File: config.mk
export PLATFORM = sky130hd
export DESIGN_NAME = tpu_tile_scheduler_flat
export DESIGN_NICKNAME = d
export VERILOG_FILES = /design/src/rtl/tpu_pkg.sv /design/src/rtl/tpu_tile_scheduler_if.sv /design/src/rtl/tile_index_counter.sv /design/src/rtl/tpu_tile_scheduler.sv /design/src/flat_wrapper.sv
export SDC_FILE = /design/constraint.sdc
export NUM_CORES = 1
export LEC_CHECK = 0
export BUFFER_PORTS_ARGS = -buffer_cell sky130_fd_sc_hd__buf_4
export CAP_MARGIN = 0
export CORE_ASPECT_RATIO = 0.5
export CORE_UTILIZATION = 40
export CTS_BUF_LIST = sky130_fd_sc_hd__clkbuf_2 sky130_fd_sc_hd__clkbuf_4 sky130_fd_sc_hd__clkbuf_8
export DETAILED_ROUTE_END_ITERATION = 8
export PLACE_DENSITY_LB_ADDON = 0.05
export SLEW_MARGIN = 10
export SYNTH_ARGS = -nofsm -noshare
export SYNTH_HDL_FRONTEND = slang
export SYNTH_SLANG_ARGS = --single-unit
File: constraint.sdc
create_clock -name clk -period 7.6 [get_ports clk]
set_input_delay 0.76 -clock clk [delete_from_list [all_inputs] [get_ports clk]]
set_output_delay 0.76 -clock clk [all_outputs]
set_load 0.005 [all_outputs]
File: src/rtl/tpu_pkg.sv
// Shared types and geometry for the TPU tile scheduler.
package tpu_pkg;

    localparam int SIZE       = 8;
    localparam int TILE_WORDS = SIZE * SIZE;

    typedef enum logic [2:0] {
        S_IDLE,
        S_LOAD,
        S_RUN,
        S_WAIT,
        S_STORE,
        S_FIN
    } state_t;

endpackage

File: src/rtl/tpu_tile_scheduler_if.sv
// Scheduler-side bus towards the DMA, the 8x8 core and the unified buffer.
interface tpu_tile_scheduler_if #(
    parameter int ADDR_W = 16
);

    logic              load_req;
    logic              load_ack;
    logic [ADDR_W-1:0] wt_addr;
    logic [ADDR_W-1:0] act_addr;
    logic              core_start;
    logic              core_done;
    logic              acc_first;
    logic              acc_last;
    logic              store_req;
    logic              store_ack;
    logic [ADDR_W-1:0] out_addr;

    modport master (
        output load_req, wt_addr, act_addr, core_start, acc_first, acc_last, store_req, out_addr,
        input  load_ack, core_done, store_ack
    );

    modport slave (
        input  load_req, wt_addr, act_addr, core_start, acc_first, acc_last, store_req, out_addr,
        output load_ack, core_done, store_ack
    );

endinterface

File: src/rtl/tile_index_counter.sv
// Nested m/n/k tile indices with registered tile base addresses and k-position flags.
module tile_index_counter
    import tpu_pkg::*;
#(
    parameter int TILE_W = 4,
    parameter int ADDR_W = 16
) (
    input  logic              clk,
    input  logic              rst,
    input  logic              clear,
    input  logic              k_inc,
    input  logic              tile_adv,
    input  logic [TILE_W-1:0] cfg_m,
    input  logic [TILE_W-1:0] cfg_k,
    input  logic [TILE_W-1:0] cfg_n,
    output logic [ADDR_W-1:0] wt_addr,
    output logic [ADDR_W-1:0] act_addr,
    output logic [ADDR_W-1:0] out_addr,
    output logic              acc_first,
    output logic              acc_last,
    output logic              tile_last
);

    logic [TILE_W-1:0] tm, tk, tn, m, n, k;
    logic [TILE_W-1:0] tm_nx, tk_nx, tn_nx, m_nx, n_nx, k_nx;

    function automatic logic [ADDR_W-1:0] tile_base(input logic [TILE_W-1:0] outer,
                                                    input logic [TILE_W-1:0] stride,
                                                    input logic [TILE_W-1:0] inner);
        logic [ADDR_W-1:0] idx;
        idx = ADDR_W'(outer) * ADDR_W'(stride) + ADDR_W'(inner);
        return idx * ADDR_W'(TILE_WORDS);
    endfunction

    assign tile_last = (m == tm - TILE_W'(1)) && (n == tn - TILE_W'(1));

    always_comb begin
        tm_nx = tm;
        tk_nx = tk;
        tn_nx = tn;
        m_nx  = m;
        n_nx  = n;
        k_nx  = k;
        if (clear) begin
            tm_nx = cfg_m;
            tk_nx = cfg_k;
            tn_nx = cfg_n;
            m_nx  = '0;
            n_nx  = '0;
            k_nx  = '0;
        end else if (k_inc) begin
            k_nx = k + TILE_W'(1);
        end else if (tile_adv) begin
            k_nx = '0;
            if (n == tn - TILE_W'(1)) begin
                n_nx = '0;
                m_nx = m + TILE_W'(1);
            end else begin
                n_nx = n + TILE_W'(1);
            end
        end
    end

    // Addresses and flags are built from the next indices so they line up with the state they belong to.
    always_ff @(posedge clk or negedge rst) begin
        if (!rst) begin
            tm        <= '0;
            tk        <= '0;
            tn        <= '0;
            m         <= '0;
            n         <= '0;
            k         <= '0;
            wt_addr   <= '0;
            act_addr  <= '0;
            out_addr  <= '0;
            acc_first <= 1'b0;
            acc_last  <= 1'b0;
        end else begin
            tm        <= tm_nx;
            tk        <= tk_nx;
            tn        <= tn_nx;
            m         <= m_nx;
            n         <= n_nx;
            k         <= k_nx;
            wt_addr   <= tile_base(k_nx, tn_nx, n_nx);
            act_addr  <= tile_base(m_nx, tk_nx, k_nx);
            out_addr  <= tile_base(m_nx, tn_nx, n_nx);
            acc_first <= (k_nx == '0);
            acc_last  <= (k_nx == tk_nx - TILE_W'(1));
        end
    end

endmodule

File: src/rtl/tpu_tile_scheduler.sv
// Sequences tiled GEMM (m outer, n, k inner) over the 8x8 core: load, run, wait, store per tile.
module tpu_tile_scheduler
    import tpu_pkg::*;
#(
    parameter int TILE_W  = 4,
    parameter int ADDR_W  = 16,
    parameter int TIMEOUT = 255
) (
    input  logic                       clk,
    input  logic                       rst,
    input  logic                       start,
    input  logic                       abort,
    input  logic [TILE_W-1:0]          cfg_tiles_m,
    input  logic [TILE_W-1:0]          cfg_tiles_k,
    input  logic [TILE_W-1:0]          cfg_tiles_n,
    tpu_tile_scheduler_if.master       bus,
    output logic                       busy,
    output logic                       done,
    output logic                       err
);

    localparam int TMO_W = $clog2(TIMEOUT + 1);

    state_t            state;
    logic [TMO_W-1:0]  tmo;
    logic              done_prev;
    logic              load_req, core_start, store_req;
    logic              clear, k_inc, tile_adv;
    logic              acc_first, acc_last, tile_last;
    logic [ADDR_W-1:0] wt_addr, act_addr, out_addr;
    logic              zero_cfg, core_rise;

    assign zero_cfg  = (cfg_tiles_m == '0) || (cfg_tiles_k == '0) || (cfg_tiles_n == '0);
    assign core_rise = bus.core_done && !done_prev;

    always_comb begin
        clear    = 1'b0;
        k_inc    = 1'b0;
        tile_adv = 1'b0;
        if (!abort) begin
            case (state)
                S_IDLE:  clear    = start && !zero_cfg;
                S_WAIT:  k_inc    = core_rise && !acc_last;
                S_STORE: tile_adv = bus.store_ack;
                default: ;
            endcase
        end
    end

    tile_index_counter #(
        .TILE_W (TILE_W),
        .ADDR_W (ADDR_W)
    ) u_idx (
        .clk       (clk),
        .rst       (rst),
        .clear     (clear),
        .k_inc     (k_inc),
        .tile_adv  (tile_adv),
        .cfg_m     (cfg_tiles_m),
        .cfg_k     (cfg_tiles_k),
        .cfg_n     (cfg_tiles_n),
        .wt_addr   (wt_addr),
        .act_addr  (act_addr),
        .out_addr  (out_addr),
        .acc_first (acc_first),
        .acc_last  (acc_last),
        .tile_last (tile_last)
    );

    // done_prev tracks core_done every cycle, so a level already high on WAIT entry never counts as an edge.
    always_ff @(posedge clk or negedge rst) begin
        if (!rst) begin
            state      <= S_IDLE;
            tmo        <= '0;
            done_prev  <= 1'b0;
            load_req   <= 1'b0;
            core_start <= 1'b0;
            store_req  <= 1'b0;
            busy       <= 1'b0;
            done       <= 1'b0;
            err        <= 1'b0;
        end else begin
            done_prev  <= bus.core_done;
            done       <= 1'b0;
            core_start <= 1'b0;
            if (abort) begin
                state     <= S_IDLE;
                load_req  <= 1'b0;
                store_req <= 1'b0;
                busy      <= 1'b0;
            end else begin
                case (state)
                    S_IDLE: if (start) begin
                        if (zero_cfg) begin
                            err  <= 1'b1;
                            done <= 1'b1;
                        end else begin
                            err      <= 1'b0;
                            busy     <= 1'b1;
                            load_req <= 1'b1;
                            state    <= S_LOAD;
                        end
                    end
                    S_LOAD: if (bus.load_ack) begin
                        load_req   <= 1'b0;
                        core_start <= 1'b1;
                        state      <= S_RUN;
                    end
                    S_RUN: begin
                        tmo   <= '0;
                        state <= S_WAIT;
                    end
                    S_WAIT: begin
                        if (core_rise) begin
                            if (acc_last) begin
                                store_req <= 1'b1;
                                state     <= S_STORE;
                            end else begin
                                load_req <= 1'b1;
                                state    <= S_LOAD;
                            end
                        end else if (tmo == TMO_W'(TIMEOUT - 1)) begin
                            err   <= 1'b1;
                            done  <= 1'b1;
                            state <= S_FIN;
                        end else begin
                            tmo <= tmo + TMO_W'(1);
                        end
                    end
                    S_STORE: if (bus.store_ack) begin
                        store_req <= 1'b0;
                        if (tile_last) begin
                            done  <= 1'b1;
                            state <= S_FIN;
                        end else begin
                            load_req <= 1'b1;
                            state    <= S_LOAD;
                        end
                    end
                    S_FIN: begin
                        busy  <= 1'b0;
                        state <= S_IDLE;
                    end
                    default: state <= S_IDLE;
                endcase
            end
        end
    end

    assign bus.load_req   = load_req;
    assign bus.core_start = core_start;
    assign bus.store_req  = store_req;
    assign bus.wt_addr    = wt_addr;
    assign bus.act_addr   = act_addr;
    assign bus.out_addr   = out_addr;
    assign bus.acc_first  = acc_first;
    assign bus.acc_last   = acc_last;

endmodule

File: src/flat_wrapper.sv
// flat-port wrapper written by rule: the top's interface ports become plain ports
module tpu_tile_scheduler_flat import tpu_pkg::*;
#(
    parameter int TILE_W  = 4,
    parameter int ADDR_W  = 16,
    parameter int TIMEOUT = 255
)
  (clk, rst, start, abort, cfg_tiles_m, cfg_tiles_k, cfg_tiles_n, busy, done, err, bus_load_req, bus_wt_addr, bus_act_addr, bus_core_start, bus_acc_first, bus_acc_last, bus_store_req, bus_out_addr, bus_load_ack, bus_core_done, bus_store_ack);
  tpu_tile_scheduler_if #(.ADDR_W(ADDR_W)) bus_i ();
  input  logic clk;
  input  logic rst;
  input  logic start;
  input  logic abort;
  input  logic [TILE_W-1:0] cfg_tiles_m;
  input  logic [TILE_W-1:0] cfg_tiles_k;
  input  logic [TILE_W-1:0] cfg_tiles_n;
  output logic busy;
  output logic done;
  output logic err;
  output wire logic [$bits(bus_i.load_req)-1:0] bus_load_req;
  output wire logic [$bits(bus_i.wt_addr)-1:0] bus_wt_addr;
  output wire logic [$bits(bus_i.act_addr)-1:0] bus_act_addr;
  output wire logic [$bits(bus_i.core_start)-1:0] bus_core_start;
  output wire logic [$bits(bus_i.acc_first)-1:0] bus_acc_first;
  output wire logic [$bits(bus_i.acc_last)-1:0] bus_acc_last;
  output wire logic [$bits(bus_i.store_req)-1:0] bus_store_req;
  output wire logic [$bits(bus_i.out_addr)-1:0] bus_out_addr;
  input wire logic [$bits(bus_i.load_ack)-1:0] bus_load_ack;
  input wire logic [$bits(bus_i.core_done)-1:0] bus_core_done;
  input wire logic [$bits(bus_i.store_ack)-1:0] bus_store_ack;
  assign bus_load_req = bus_i.load_req;
  assign bus_wt_addr = bus_i.wt_addr;
  assign bus_act_addr = bus_i.act_addr;
  assign bus_core_start = bus_i.core_start;
  assign bus_acc_first = bus_i.acc_first;
  assign bus_acc_last = bus_i.acc_last;
  assign bus_store_req = bus_i.store_req;
  assign bus_out_addr = bus_i.out_addr;
  assign bus_i.load_ack = bus_load_ack;
  assign bus_i.core_done = bus_core_done;
  assign bus_i.store_ack = bus_store_ack;
  tpu_tile_scheduler #(.TILE_W(TILE_W), .ADDR_W(ADDR_W), .TIMEOUT(TIMEOUT)) u_core (.clk(clk), .rst(rst), .start(start), .abort(abort), .cfg_tiles_m(cfg_tiles_m), .cfg_tiles_k(cfg_tiles_k), .cfg_tiles_n(cfg_tiles_n), .bus(bus_i), .busy(busy), .done(done), .err(err));
endmodule
After elaboration in Yosys (flattened, before gate mapping). Cells that the tools add are included.

Add/subtract/negate cells: 10. $mul: 3. Equality and inequality tests: 22. Mux-type cells: 63. Bitwise logic cells: 1. Reductions and logical operators: 25.

Operators with widths (number): 2-to-1 mux 4 bit (13); 2-to-1 mux 1 bit (32); adder 8 x 4 -> 9 bit (3); 2-to-1 mux 3 bit (9); multiplier 4 x 4 -> 8 bit (3); inequality test 3 bit (second input constant) (7); zero test 4 bit (4); 2-to-1 mux 8 bit (2); one-hot mux 8 bit (2 select lines) (1); one-hot mux 3 bit (5 select lines) (1); adder 4 x 1 -> 4 bit (second input constant) (3); == test 4 bit (3); subtractor 4 x 1 -> 4 bit (second input constant) (3); AND reduction 5 bit (2); adder 8 x 1 -> 8 bit (second input constant) (1); == test 8 bit (second input constant) (1); AND reduction 4 bit (2); AND reduction 8 bit (1); == test 3 x 2 -> 1 bit (second input constant) (2); == test 3 bit (second input constant) (2); inequality test 2 bit (second input constant) (3); one-hot mux 1 bit (2 select lines) (3); nonzero test 3 bit (2); nonzero test 5 bit (1); other kinds (13) (20).

Flip-flop bits (word level): 74. Output and inout bits: 56. Word-level logic and storage cells: 144.

Logic depth before layout (Yosys ltp). Gate-level depths: netlist of run 1.

Word-level depth: 10. Gate-level depth with buffers: 22.

Hierarchy. A second synthesis of run 1 with hierarchy kept.

Cells, all modules: 570. Area total of the unflattened synthesis: 5481.5 um^2.

By module, submodules not included: tile_index_counter (instances 1, cells each 446, area each 4319.1 um^2, seq. area each 1326.3 um^2); tpu_tile_scheduler (instances 1, cells each 124, area each 1162.4 um^2, seq. area each 450.4 um^2).

Least setup slack after synthesis of run 1. Ideal clock, no wire load.

Path type: input -> register. Start: in cfg_tiles_k[0]. End: reg u_core.u_idx.act_addr[13]. Setup time: 0.080 ns. Data arrival time: 4.820 ns. Slack: 2.700 ns. Stages on the path: 18. Buffers on the path: 3. Cell sequence: nor3_1 a211o_1 or3_1 clkbuf_1 clkbuf_1 clkbuf_1 nand3_1 fa_1 fa_1 inv_1 fa_1 ha_1 nor2b_1 o21ai_0 a21boi_0 o21a_1 nor2_1 xnor2_1.

Cells in the longest elaborated chain, start to end: 10. Elaborated cells between the ends (all ways): 12. Those cells by class: add/sub: 1; mul: 1; mux: 5; reduce/logical: 5.

Ends and longest elaborated chain: from (decl) (line flat_wrapper.sv:15) `input logic [TILE_W-1:0] cfg_tiles_k;`; zero test 4 bit (line tpu_tile_scheduler.sv:33) `assign zero_cfg = (cfg_tiles_m == '0) || (cfg_tiles_k == '0) || (cfg_tiles_n == '0);`; logical OR 1 bit (2 in series) (line tpu_tile_scheduler.sv:33); zero test 1 bit (line tpu_tile_scheduler.sv:42) `S_IDLE: clear = start && !zero_cfg;`; logical AND 1 bit (line tpu_tile_scheduler.sv:42); 2-to-1 mux 1 bit (line tpu_tile_scheduler.sv:41) `case (state)`; 2-to-1 mux 1 bit (line tpu_tile_scheduler.sv:40) `if (!abort) begin`; 2-to-1 mux 4 bit (line tile_index_counter.sv:44) `if (clear) begin`; multiplier 4 x 4 -> 8 bit (line tile_index_counter.sv:31) `idx = ADDR_W'(outer) * ADDR_W'(stride) + ADDR_W'(inner);`; adder 8 x 4 -> 9 bit * (line tile_index_counter.sv:31); to (signal assigned) (line tile_index_counter.sv:86) `act_addr <= tile_base(m_nx, tk_nx, k_nx);`; to (decl) (line tile_index_counter.sv:17) `output logic [ADDR_W-1:0] act_addr,`.

Mark *: on every way between the ends. The rest lies on a longest branch, timed or not. A chain may end at the register's enable or synchronous reset.

Worst setup path in the final report of run 1.
Start: in cfg_tiles_n[1]. End: reg u_core.u_idx.wt_addr[13].

Cells in the longest elaborated chain, start to end: 9. Elaborated cells between the ends (all ways): 11. Those cells by class: add/sub: 1; mul: 1; mux: 5; reduce/logical: 4.

Ends and longest elaborated chain: from (decl) (line flat_wrapper.sv:16) `input logic [TILE_W-1:0] cfg_tiles_n;`; zero test 4 bit (line tpu_tile_scheduler.sv:33); logical OR 1 bit (line tpu_tile_scheduler.sv:33); zero test 1 bit (line tpu_tile_scheduler.sv:42); logical AND 1 bit (line tpu_tile_scheduler.sv:42); 2-to-1 mux 1 bit (line tpu_tile_scheduler.sv:41); 2-to-1 mux 1 bit (line tpu_tile_scheduler.sv:40); 2-to-1 mux 4 bit (line tile_index_counter.sv:44); via u_core.u_idx.k_nx[2] (line tile_index_counter.sv:25) `logic [TILE_W-1:0] tm_nx, tk_nx, tn_nx, m_nx, n_nx, k_nx;`; multiplier 4 x 4 -> 8 bit (line tile_index_counter.sv:31); adder 8 x 4 -> 9 bit (line tile_index_counter.sv:31); to (signal assigned) (line tile_index_counter.sv:85) `wt_addr <= tile_base(k_nx, tn_nx, n_nx);`; to (decl) (line tile_index_counter.sv:16) `output logic [ADDR_W-1:0] wt_addr,`.

The timed path passes the listed nets, and every way through them passes these cells.

==> metrics.md, run 1 <==
| Metric | Value |
|---|---|
| DIE AREA | 14,000 sq um |
| DRT Pass-1 Iters | 7 |
| Yosys warning total | 0 |
| Root Driver | clkbuf_8 |
| CP Max Fanout | 17 |
| R2R Setup Slk | 2.28 ns |
| # fillers | approximately 1,200 |
| Setup CP Type | in2reg |
| Layout cell share with drive strength beyond 1 | 15.3% |
| Tightest Hold Check Type | in2async |
| Row cnt | 29 |
| Syn Inst Count | 554 |
| Global routing usage on met3 | 4.50% |
| Setup violation total in the final timing report | 0 |
| Skew final | 0.00920 ns |
| Drt total wl | 11,800 um |
| Core Footprint | 12,900 sq um |
| Crit end category | register |
| R2R Path Start | u_core.state[0] |
| Startpoint Class | input port |
| Number of synthesized register bits | between 70 and 80 |
| Routed len/inst | ~15 um |
| FMAX | about 180 MHz |
| CP bufs+invs | 4 |
| Pwr Density | 213 nW/um^2 |
| Die W | 166 um |
| Worst-case clock buffer depth | 2 |
| Top delay family on crit path | adder cells |
| DP Wirelength | 8980 um |
| Via/cell ratio | 4.91 |
| Lkg Pwr | approximately 3.3 nW |
| Gp weighted congestion | 0.810 |
| Inserted Diodes | 0 |
| Post-CTS Setup Bufs | 0 |
| Post-route cell area | 6080 sq um |
| Status | complete, but fails checks |
| GR Util met1 | 28.2% |
| Reg-to-Reg End | u_core.u_idx.wt_addr[13] |
| XOR/XNOR Fraction of Synth Area | 7.50% |
| Ys flop type | dfrtp_1 |
| Mapped Area | ~5400 sq um |
| Synth Area in Compound Gates | 8.29% |
| DR vias | approximately 3,800 |
| Met2 Resource Use GR | 25.7% |
| GRT Max-Usage Layer | met1 |
| Post-CTS Hold Buffers | 0 |
| Setup ws final | between 2 and 2.5 ns |
| Fraction of registers with async set/reset | 100% |
| Die Span Y | about 84 um |
| I/O Buffers | 53 |
| Critical path data arrival time | 5.79 ns |
| Worst Path Required | 7.89 ns |
| CTS clk-pin slew, worst paths | 0.08 ns |
| Cells along the critical path | buf_4 -> nor4_1 -> a211o_1 -> or3_1 -> nand2_1 -> nor2_2 -> nand2_1 -> fa_1 -> inv_1 -> fa_1 -> inv_1 -> fa_1 -> inv_1 -> ha_1 -> a21o_1 -> a21oi_1 -> o21bai_1 -> a21oi_1 -> xnor2_1 |
| Failing checks | DRC |
| CTS Buf Count | 9 |
| Max cap viols | 0 |
| Non-filler instance count after layout | 778 |
| EDFF count, synth | 0 |
| Largest net degree at the start of global routing | 72 |
| Post-cts sizing count | 0 |
| Peak VDD IR | 0.0774 mV |
| Vias in the first global route | 3,763 |
| Slowest stage delay, CP | 0.59 ns |
| Clock Latency Late Sink | roughly 0.37 ns |
| Post-Place Setup Slack | 1.72 ns |
| H-Tree Level Count | 3 |
| Placed Cells | between 700 and 800 |
| Avg Cell Area, Syn | roughly 9.7 sq um |
| Setup TNS | 0 ns |
| Register area share after synthesis | 33.0% |
| CTS tree | yes |
| Multiplexer share of the synthesized area | 1.81% |
| GRT overflow | 0 |
| Area delta synth->final | 12.8% |
| Synth cell types | 63 |
| Adder-Cell Fraction of Synth Area | 22.9% |
| # DRC | 6 |
| RSZ-0062 raised after global routing | no |
| Synth Area in Simple Gates | 17.2% |
| Routed Antenna Nets | 0 |
| Initial drt markers | slightly below 400 |
| Starting density of the core | 41.8% |
| Final Slew Violations | 0 |
| Largest family of logic cells by synthesized area | adder cells |
| Worst-Margin Slew | 0.926 ns |
| Clock sinks | 71 |
| Final Hold Fails | 0 |
| Gr usage total | 18.5% |
| Initial antenna violation count | 0 |
| Worst setup path startpoint | cfg_tiles_n[1] |
| Reg2Reg Depth | 18 |
| Tcrit/Tclk final | 72.4% |
| Tot Pwr | about 1.3 mW |
| First-pass GRT wire length | 19,900 um |
| NumNets Final | 708 |
| CP max stage cell | or3_1 |
| Tmin final | 5.50 ns |
| I/O Pins | 75 |
| Worst rel slew slack | a little under two fifths |
| Post-DP Area | around 5800 sq um |
==> cells in the mapped netlist, types with 3 or more instances <==
cell	instances	area (sq um)
a21o_1	5	37.5
a21oi_1	23	115
and2_1	6	37.5
and3_1	7	43.8
buf_2	3	15.0
buf_4	21	158
buf_6	5	56.3
clkbuf_1	8	30.0
dfrtp_1	71	1780
fa_1	21	420
ha_1	65	813
inv_1	61	229
mux2i_1	7	70.1
nand2_1	44	165
nand2b_1	3	18.8
nand3_1	15	75.1
nand4_1	8	50.1
nor2_1	43	161
nor2b_1	8	50.1
nor3_1	11	55.1
nor4_1	6	37.5
o21ai_0	13	65.1
o21bai_1	6	45.0
or2_2	5	31.3
or3_1	5	31.3
xnor2_1	22	193
xor2_1	14	123
==> state kept, by name, summed over array words and instances (netlist names), 3 cells and up <==
name / flops
u_core.u_idx.act_addr: 9
u_core.u_idx.out_addr: 9
u_core.u_idx.wt_addr: 9
u_core.tmo: 8
u_core.u_idx.k: 4
u_core.u_idx.m: 4
u_core.u_idx.n: 4
u_core.u_idx.tk: 4
u_core.u_idx.tm: 4
u_core.u_idx.tn: 4
u_core.state: 3
==> power by group <==
part / switching [mW] / internal (mW)
clock: 0.161 / 0.219
sequential: 0.0909 / 0.438
combinational: 0.212 / 0.171
==> kinds of logic (layout without fill, tap and decap cells) <==
logic type,count (synthesis),in the layout
compound gates,69,69
xor+xnor,40,40
fa+ha+maj,86,86
buf+inv,100,134
flops,71,71
mux,9,9
other cells,1,21
simple gates,178,178
==> stage by stage <==
stage | hold WS (ns) | util (%)
after global routing | 0.489 | 47.2
final | 0.507 | 47.2
after detailed placement | 0.505 | 45.3
after floorplan | 0.464 | -
after global placement | 0.498 | 45.3
after CTS | 0.491 | 47.2
==> worst max-delay path by stage <==
stage	to	slack (ns)	cells past startpoint
floorplan	u_core.u_idx.act_addr[13]	2.70	18
detailed placement	u_core.u_idx.wt_addr[13]	1.72	19
global route	u_core.u_idx.wt_addr[13]	1.78	19
finish	u_core.u_idx.wt_addr[13]	2.10	19
global placement	u_core.u_idx.wt_addr[13]	1.89	19
CTS	u_core.u_idx.wt_addr[13]	2.11	19
==> area by class of cell <==
cell class	instances	area [sq um]	area share, %
Multi-Input combinational cell	403	3190	52.5
Sequential cell	71	1780	29.2
Timing Repair Buffer	55	413	6.80
Inverter	63	238	3.91
Tap cell	170	213	3.50
Clock buffer	9	124	2.04
Clock inverter	7	120	1.98
==> metal layers <==
| layer | share of wire [%] | vias to the layer above |
|---|---|---|
| met5 | 0 | - |
| met4 | 0.94 | 0 |
| met3 | 4.6 | 11 |
| met2 | 39 | 94 |
| met1 | 55 | 1805 |
| li1 | - | 1908 |
==> worst reg2reg max path: stages (launching register included) <==
cell and delay (ns):
dfrtp_1 0.64, nor2_1 0.17, nand3b_1 0.23, or3_1 0.58, nand2_1 0.33, nor2_2 0.34
nand2_1 0.12, fa_1 0.50, inv_1 0.07, fa_1 0.53, inv_1 0.05, fa_1 0.49
inv_1 0.04, ha_1 0.32, a21o_1 0.17, a21oi_1 0.24, o21bai_1 0.10, a21oi_1 0.19
xnor2_1 0.14
==> placed cells by master (no fill, tap or decap), types with 21 or more instances in the layout <==
cell     count
xnor2_1     22
ha_1        65
a21oi_1     23
conb_1      21
dfrtp_1     71
inv_1       61
buf_4       55
nor2_1      43
nand2_1     44
fa_1        21
Power figures use the tool's default switching activity.
==> run 2: changes to the inputs <==
- clock period: 7.6 -> 5.5 ns (I/O delays scaled with it)
==> metrics.md, run 2 (synthesis results as in run 1) <==
| Metric | Value |
|---|---|
| Worst Path Required | 5.78 ns |
| Lkg Pwr | 3.39 nW |
| Commonest cells after routing, fill and taps aside | 69 x buf_4, 69 x dfrtp_1, 65 x ha_1, 61 x inv_1, 44 x nand2_1 |
| Post-CTS Hold Buffers | 0 |
| Drt total wl | 12,000 um |
| Tightest Hold Check Type | in2reg |
| Post-DP Area | 5950 sq um |
| Setup TNS | 0 ns |
| Status | complete, but fails checks |
| CP Max Fanout | 5 |
| Worst-Margin Slew | about 0.94 ns |
| DR vias | 3,877 |
| Hold Slack | 0.308 ns |
| First-pass GRT wire length | 20,200 um |
| I/O Pins | 75 |
| # DRC | 12 |
| Routed Antenna Nets | 0 |
| RSZ-0062 raised after global routing | no |
| FMAX | a little under 200 MHz |
| CTS clk-pin slew, worst paths | around 0.080 ns |
| Initial antenna violation count | 0 |
| Max cap viols | 0 |
| Starting density of the core | a little over two fifths |
| Tmin final | 5.03 ns |
| Area delta synth->final | 14.2% |
| Layout cell share with drive strength beyond 1 | 17.7% |
| Top flop regs | u_core.u_idx.act_addr (9), u_core.u_idx.out_addr (9), u_core.u_idx.wt_addr (9) |
| Failing checks | DRC |
| Gp weighted congestion | 0.800 |
| Final Hold Fails | 0 |
| Root Driver | clkbuf_8 |
| NumNets Final | slightly above 700 |
| Gr usage total | 18.7% |
| Routed len/inst | between 15 and 20 um |
| DIE AREA | 14,000 sq um |
| Worst rel slew slack | about 38% |
| CTS Buf Count | 9 |
| Via/cell ratio | 4.88 |
| Peak VDD IR | 0.0915 mV |
| Core Footprint | approximately 13,000 sq um |
| Tcrit/Tclk final | 91.4% |
| DRT Pass-1 Iters | 6 |
| Skew final | 0.00868 ns |
| DP Wirelength | between 9000 and 10,000 um |
| Setup CP Type | reg2reg |
| I/O Buffers | 53 |
| Setup violation total in the final timing report | 0 |
| Startpoint Class | register |
| CTS tree | yes |
| Vias in the first global route | around 3,800 |
| Initial drt markers | 295 |
| R2R Setup Slk | between 0.4 and 0.5 ns |
| Largest net degree at the start of global routing | 72 |
| Die W | roughly 170 um |
| Die Span Y | ~84 um |
| Clock sinks | 71 |
| Pwr Density | ~280 nW/um^2 |
| Row cnt | 29 |
| H-Tree Level Count | 3 |
| Tot Pwr | 1.70 mW |
| Clock Latency Late Sink | between 0.3 and 0.4 ns |
| Post-route cell area | between 6000 and 7000 sq um |
| GRT overflow | 0 |
| Worst-case clock buffer depth | 2 |
| Critical path data arrival time | between 5 and 6 ns |
| Final Slew Violations | 0 |
| Crit end category | register |
run 2: cell count changes in the layout (fill, tap and decap cells not counted), sizes merged:
cell	previous run	this run
buf	55	70
bufinv	3	0
clkbuf	9	11
clkinv	3	5
clkinvlp	1	0
diode	0	1
run 2: cell type report:
| class | instances | area [sq um] |
|---|---|---|
| diodes | 1 | 2.50 |
| clock buffers | 11 | 145 |
| clock inverters | 5 | 32.5 |
| fillers | 1228 | 6730 |
| inverters | 63 | 238 |
| multi-input cells | 403 | 3200 |
| flip-flops and latches | 71 | 1780 |
| well taps | 170 | 213 |
| repair buffers | 70 | 538 |
run 2: metrics by stage:
step	util, %	instances	worst slack (ns)
floorplan	-	574	0.810
global placement	46.2	776	0.332
detailed placement	46.2	776	0.358
CTS	47.6	792	0.355
global route	47.7	793	0.0151
finish	47.8	794	0.472
run 2: critical path: stages, from the launching register on:
cell,delay (ns)
dfrtp_2,0.46
inv_1,0.06
ha_1,0.29
xor2_1,0.14
nand3_1,0.17
nor3_4,0.33
mux2i_1,0.12
or2_2,0.35
inv_2,0.12
nand2_1,0.09
fa_1,0.50
fa_1,0.55
inv_1,0.06
fa_1,0.48
ha_1,0.34
nor2b_1,0.14
o21ai_0,0.18
a21boi_0,0.14
o21a_1,0.18
nor2_1,0.11
xnor2_1,0.13
run 2: path summary, 6_finish.rpt:
path	cells after the start	to	startpoint
worst max-delay path	20	u_core.u_idx.act_addr[13]	u_core.u_idx.tn[1]
worst min-delay path	1	u_core.done_prev	bus_core_done
worst max register to register	20	u_core.u_idx.act_addr[13]	u_core.u_idx.tn[1]
worst min register to register	2	u_core.u_idx.tm[3]	u_core.u_idx.tm[3]
max in group asynchronous	1	u_core.u_idx.tn[0]	rst
min in group asynchronous	1	u_core.tmo[6]	rst
run 2: per-layer routing:
metal  track usage (%)  share of wire, %  vias to the layer above
met3              4.50               4.1                        7
met5                 0                 0                        -
met1              29.1                56                     1863
met2              25.7                40                       77
li1                  -                 -                     1930
met4              3.57              0.63                        0
run 2: report_power, final:
group,switching (mW),total (mW),leakage [nW],internal [mW]
sequential,0.123,0.729,0.951,0.607
combinational,0.309,0.571,2.35,0.262
clock,0.218,0.400,0.0969,0.181
total,0.650,1.70,3.39,1.05
run 2: repair_timing:
action,CTS,global route
gates resized for setup,0,3
setup buffers,0,1
endpoints found under the setup margin,0,1
==> run 3: changes to the inputs <==
- CTS_CLUSTER_DIAMETER: default -> 40
- SYNTH_HIERARCHICAL: default -> 1
==> metrics.md, run 3 <==
| Metric | Value |
|---|---|
| Layout cell share with drive strength beyond 1 | 19.2% |
| NumNets Final | 757 |
| Final Slew Violations | 0 |
| Gate power share | 34.5% |
| DR vias | approximately 4,100 |
| Commonest cells in the netlist | 71 x dfrtp_1, 65 x ha_1, 62 x nand2_1 |
| Lkg Pwr | 3.43 nW |
| DP Wirelength | 9520 um |
| Max cap viols | 0 |
| Routed Antenna Nets | 0 |
| Worst Hold Launch | bus_core_done |
| Vias in the first global route | 3,992 |
| Non-filler instance count after layout | 827 |
| Synth cell types | 65 |
| Area contributors post-synth | dfrtp_1 32%, ha_1 15%, fa_1 7.7% |
| Via/cell ratio | ~4.9 |
| Peak VDD IR | approximately 0.17 mV |
| H-Tree Level Count | 3 |
| Tmin final | between 5 and 6 ns |
| CP Max Fanout | 4 |
| CTS Buf Count | 9 |
| Final Util | 49.5% |
| Setup ws final | 0.246 ns |
| I/O Pins | 75 |
| Power share of the sequential group | 36.7% |
| Row cnt | 29 |
| Pwr Density | 287 nW/um^2 |
| Tcrit/Tclk final | a little over nine tenths |
| Inserted Diodes | 0 |
| Gp weighted congestion | 0.866 |
| Pint | around 1.2 mW |
| Worst-case clock buffer depth | 2 |
| Register area share after synthesis | 32.4% |
| I/O Buffers | 53 |
| CTS clk-pin slew, worst paths | roughly 0.08 ns |
| EDFF count, synth | 0 |
| # DRC | 0 |
| Area delta synth->final | 17.7% |
| Crit end category | register |
| Clock sinks | 71 |
| Worst rel slew slack | 29.7% |
| Avg Cell Area, Syn | 9.62 sq um |
| Clock Latency Late Sink | 0.35 ns |
| Most frequent cell after synthesis | dfrtp_1 |
| Setup violation total in the final timing report | 0 |
| Die W | approximately 170 um |
| Initial drt markers | between 200 and 300 |
| Fraction of registers with async set/reset | 100% |
| Gr usage total | between 10% and 20% |
| Die Span Y | 84.8 um |
| Switching part of the total | roughly a third |
| Initial antenna violation count | 0 |
| Startpoint Class | register |
| FMAX | around 190 MHz |
| Tightest Hold Check Type | in2reg |
| Yosys warning total | 6 |
| Final Hold Fails | 0 |
| Top-area cell type share of the netlist area | 32.4% |
| First-pass GRT wire length | 20,500 um |
| Skew final | 0.0141 ns |
| Core Footprint | 13,000 sq um |
| Routed len/inst | about 15 um |
| Worst setup path startpoint | u_core/state[0] |
| Starting density of the core | 42.1% |
| Root Driver | clkbuf_8 |
| Net Sw Power | 641 uW |
| Reg-to-Reg End | u_core/u_idx/out_addr[13] |
| Hold Slack | 0.324 ns |
| CTS tree | yes |
| Post-CTS Setup Bufs | 0 |
| Top flop regs | u_core/u_idx/act_addr (9), u_core/u_idx/out_addr (9), u_core/u_idx/wt_addr (9) |
| Reg2Reg Depth | 18 |
| Critical path data arrival time | 5.54 ns |
| GRT overflow | 0 |
| DRT Pass-1 Iters | 5 |
| Setup CP Type | reg2reg |
| Hold Crit Depth | 1 |
| Drt total wl | 12,200 um |
| RSZ-0062 raised after global routing | no |
| Placed Cells | 811 |
| Worst Path Required | 5.79 ns |
| Worst Setup EP | u_core/u_idx/out_addr[13] |
| Post-Place Setup Slack | 0.0908 ns |
| Tot Pwr | 1.85 mW |
| Met2 wire length | between 4000 and 5000 um |
| Mapped Area | roughly 5500 sq um |
| Worst-Margin Slew | 1.05 ns |
| Post-cts sizing count | 0 |
| Post-route cell area | 6450 sq um |
| Ys flop type | dfrtp_1 |
| Commonest cells after routing, fill and taps aside | 86 x buf_4, 70 x dfrtp_1, 65 x ha_1, 62 x nand2_1, 55 x inv_1 |
| Syn Inst Count | 570 |
| Metal3 WL | 645 um |
| Setup TNS | 0 ns |
| Post-DP Area | 6190 sq um |
| DIE AREA | 14,200 sq um |
| R2R Setup Slk | 0.25 ns |
| Number of synthesized register bits | a little over 70 |
| Clock power share | 28.8% |
| Largest net degree at the start of global routing | 72 |
| R2R Path Start | u_core/state[0] |
| Status | complete, no violations |
| Commonest non-fill, non-tap cell in the layout | buf_4 |
| Post-CTS Hold Buffers | 0 |
| Max Used Layer | met4 |
| Met1 Wirelength | 6650 um |
| Area leader, netlist | dfrtp_1 |
==> run 3: cell count changes after synthesis, sizes merged, moves of 6 or more <==
cell | previous run | this run
nand2 | 44 | 62
nand2b | 3 | 11
inv | 62 | 55
nand4 | 8 | 2
nor2b | 8 | 15
==> run 3: how the worst min path moves through the flow <==
stage / to / slack [ns]
after detailed placement: u_core/tmo[4] / 0.51
after global placement: u_core/tmo[4] / 0.49
after global routing: u_core/done_prev / 0.30
final: u_core/done_prev / 0.32
after floorplan: u_core/bus.core_start / 0.25
after CTS: u_core/done_prev / 0.30
==> run 3: cells by family after synthesis <==
group           Yosys count  share of synthesized area [%]
simple gates            199                           19.8
fa+ha+maj                86                           22.5
buf+inv                  90                           7.97
mux                      12                           2.28
flops                    71                           32.4
xor+xnor                 35                           6.00
compound gates           76                           8.99
other cells               1                         0.0684
==> run 3: power groups by stage <==
| stage | Sequential (mW) | Clock (mW) | Combinational [mW] |
|---|---|---|---|
| 6_report | 0.680 | 0.532 | 0.638 |
| 5_1_grt | 0.690 | 0.570 | 0.707 |
| 4_1_cts | 0.678 | 0.550 | 0.638 |
| 3_5_place_dp | 0.688 | 0 | 0.634 |
| 3_3_place_gp | 0.688 | 0 | 0.638 |
| 2_1_floorplan | 0.674 | 0 | 0.430 |
==> run 3: critical path: stages, from the launching register on <==
cell and delay [ns]:
dfrtp_1 0.40, nor2_1 0.16, nand3_1 0.11, nor2_2 0.16, nand2b_4 0.09, or3_4 0.43, or4b_4 0.55, xnor2_4 0.20
nand2_1 0.09, fa_1 0.48, fa_1 0.52, fa_1 0.52, inv_1 0.04, ha_1 0.32, nor2b_1 0.14, o21ai_1 0.15
a21boi_1 0.11, or4b_2 0.61, nand3_1 0.10
==> run 3: routing by layer <==
layer  up-vias  global-route usage [%]
met4         0                    3.59
met2        97                    26.4
met5         -                       0
met1      1927                    28.9
met3         9                    4.15
li1       2052                       -
==> run 3: layout make-up <==
type                    count  area, sq um
well taps                 170          213
multi-input cells         429         3360
clock inverters             3         90.1
clock buffers              13          160
repair buffers             86          646
inverters                  55          206
fillers                  1233         6580
flip-flops and latches     71         1780
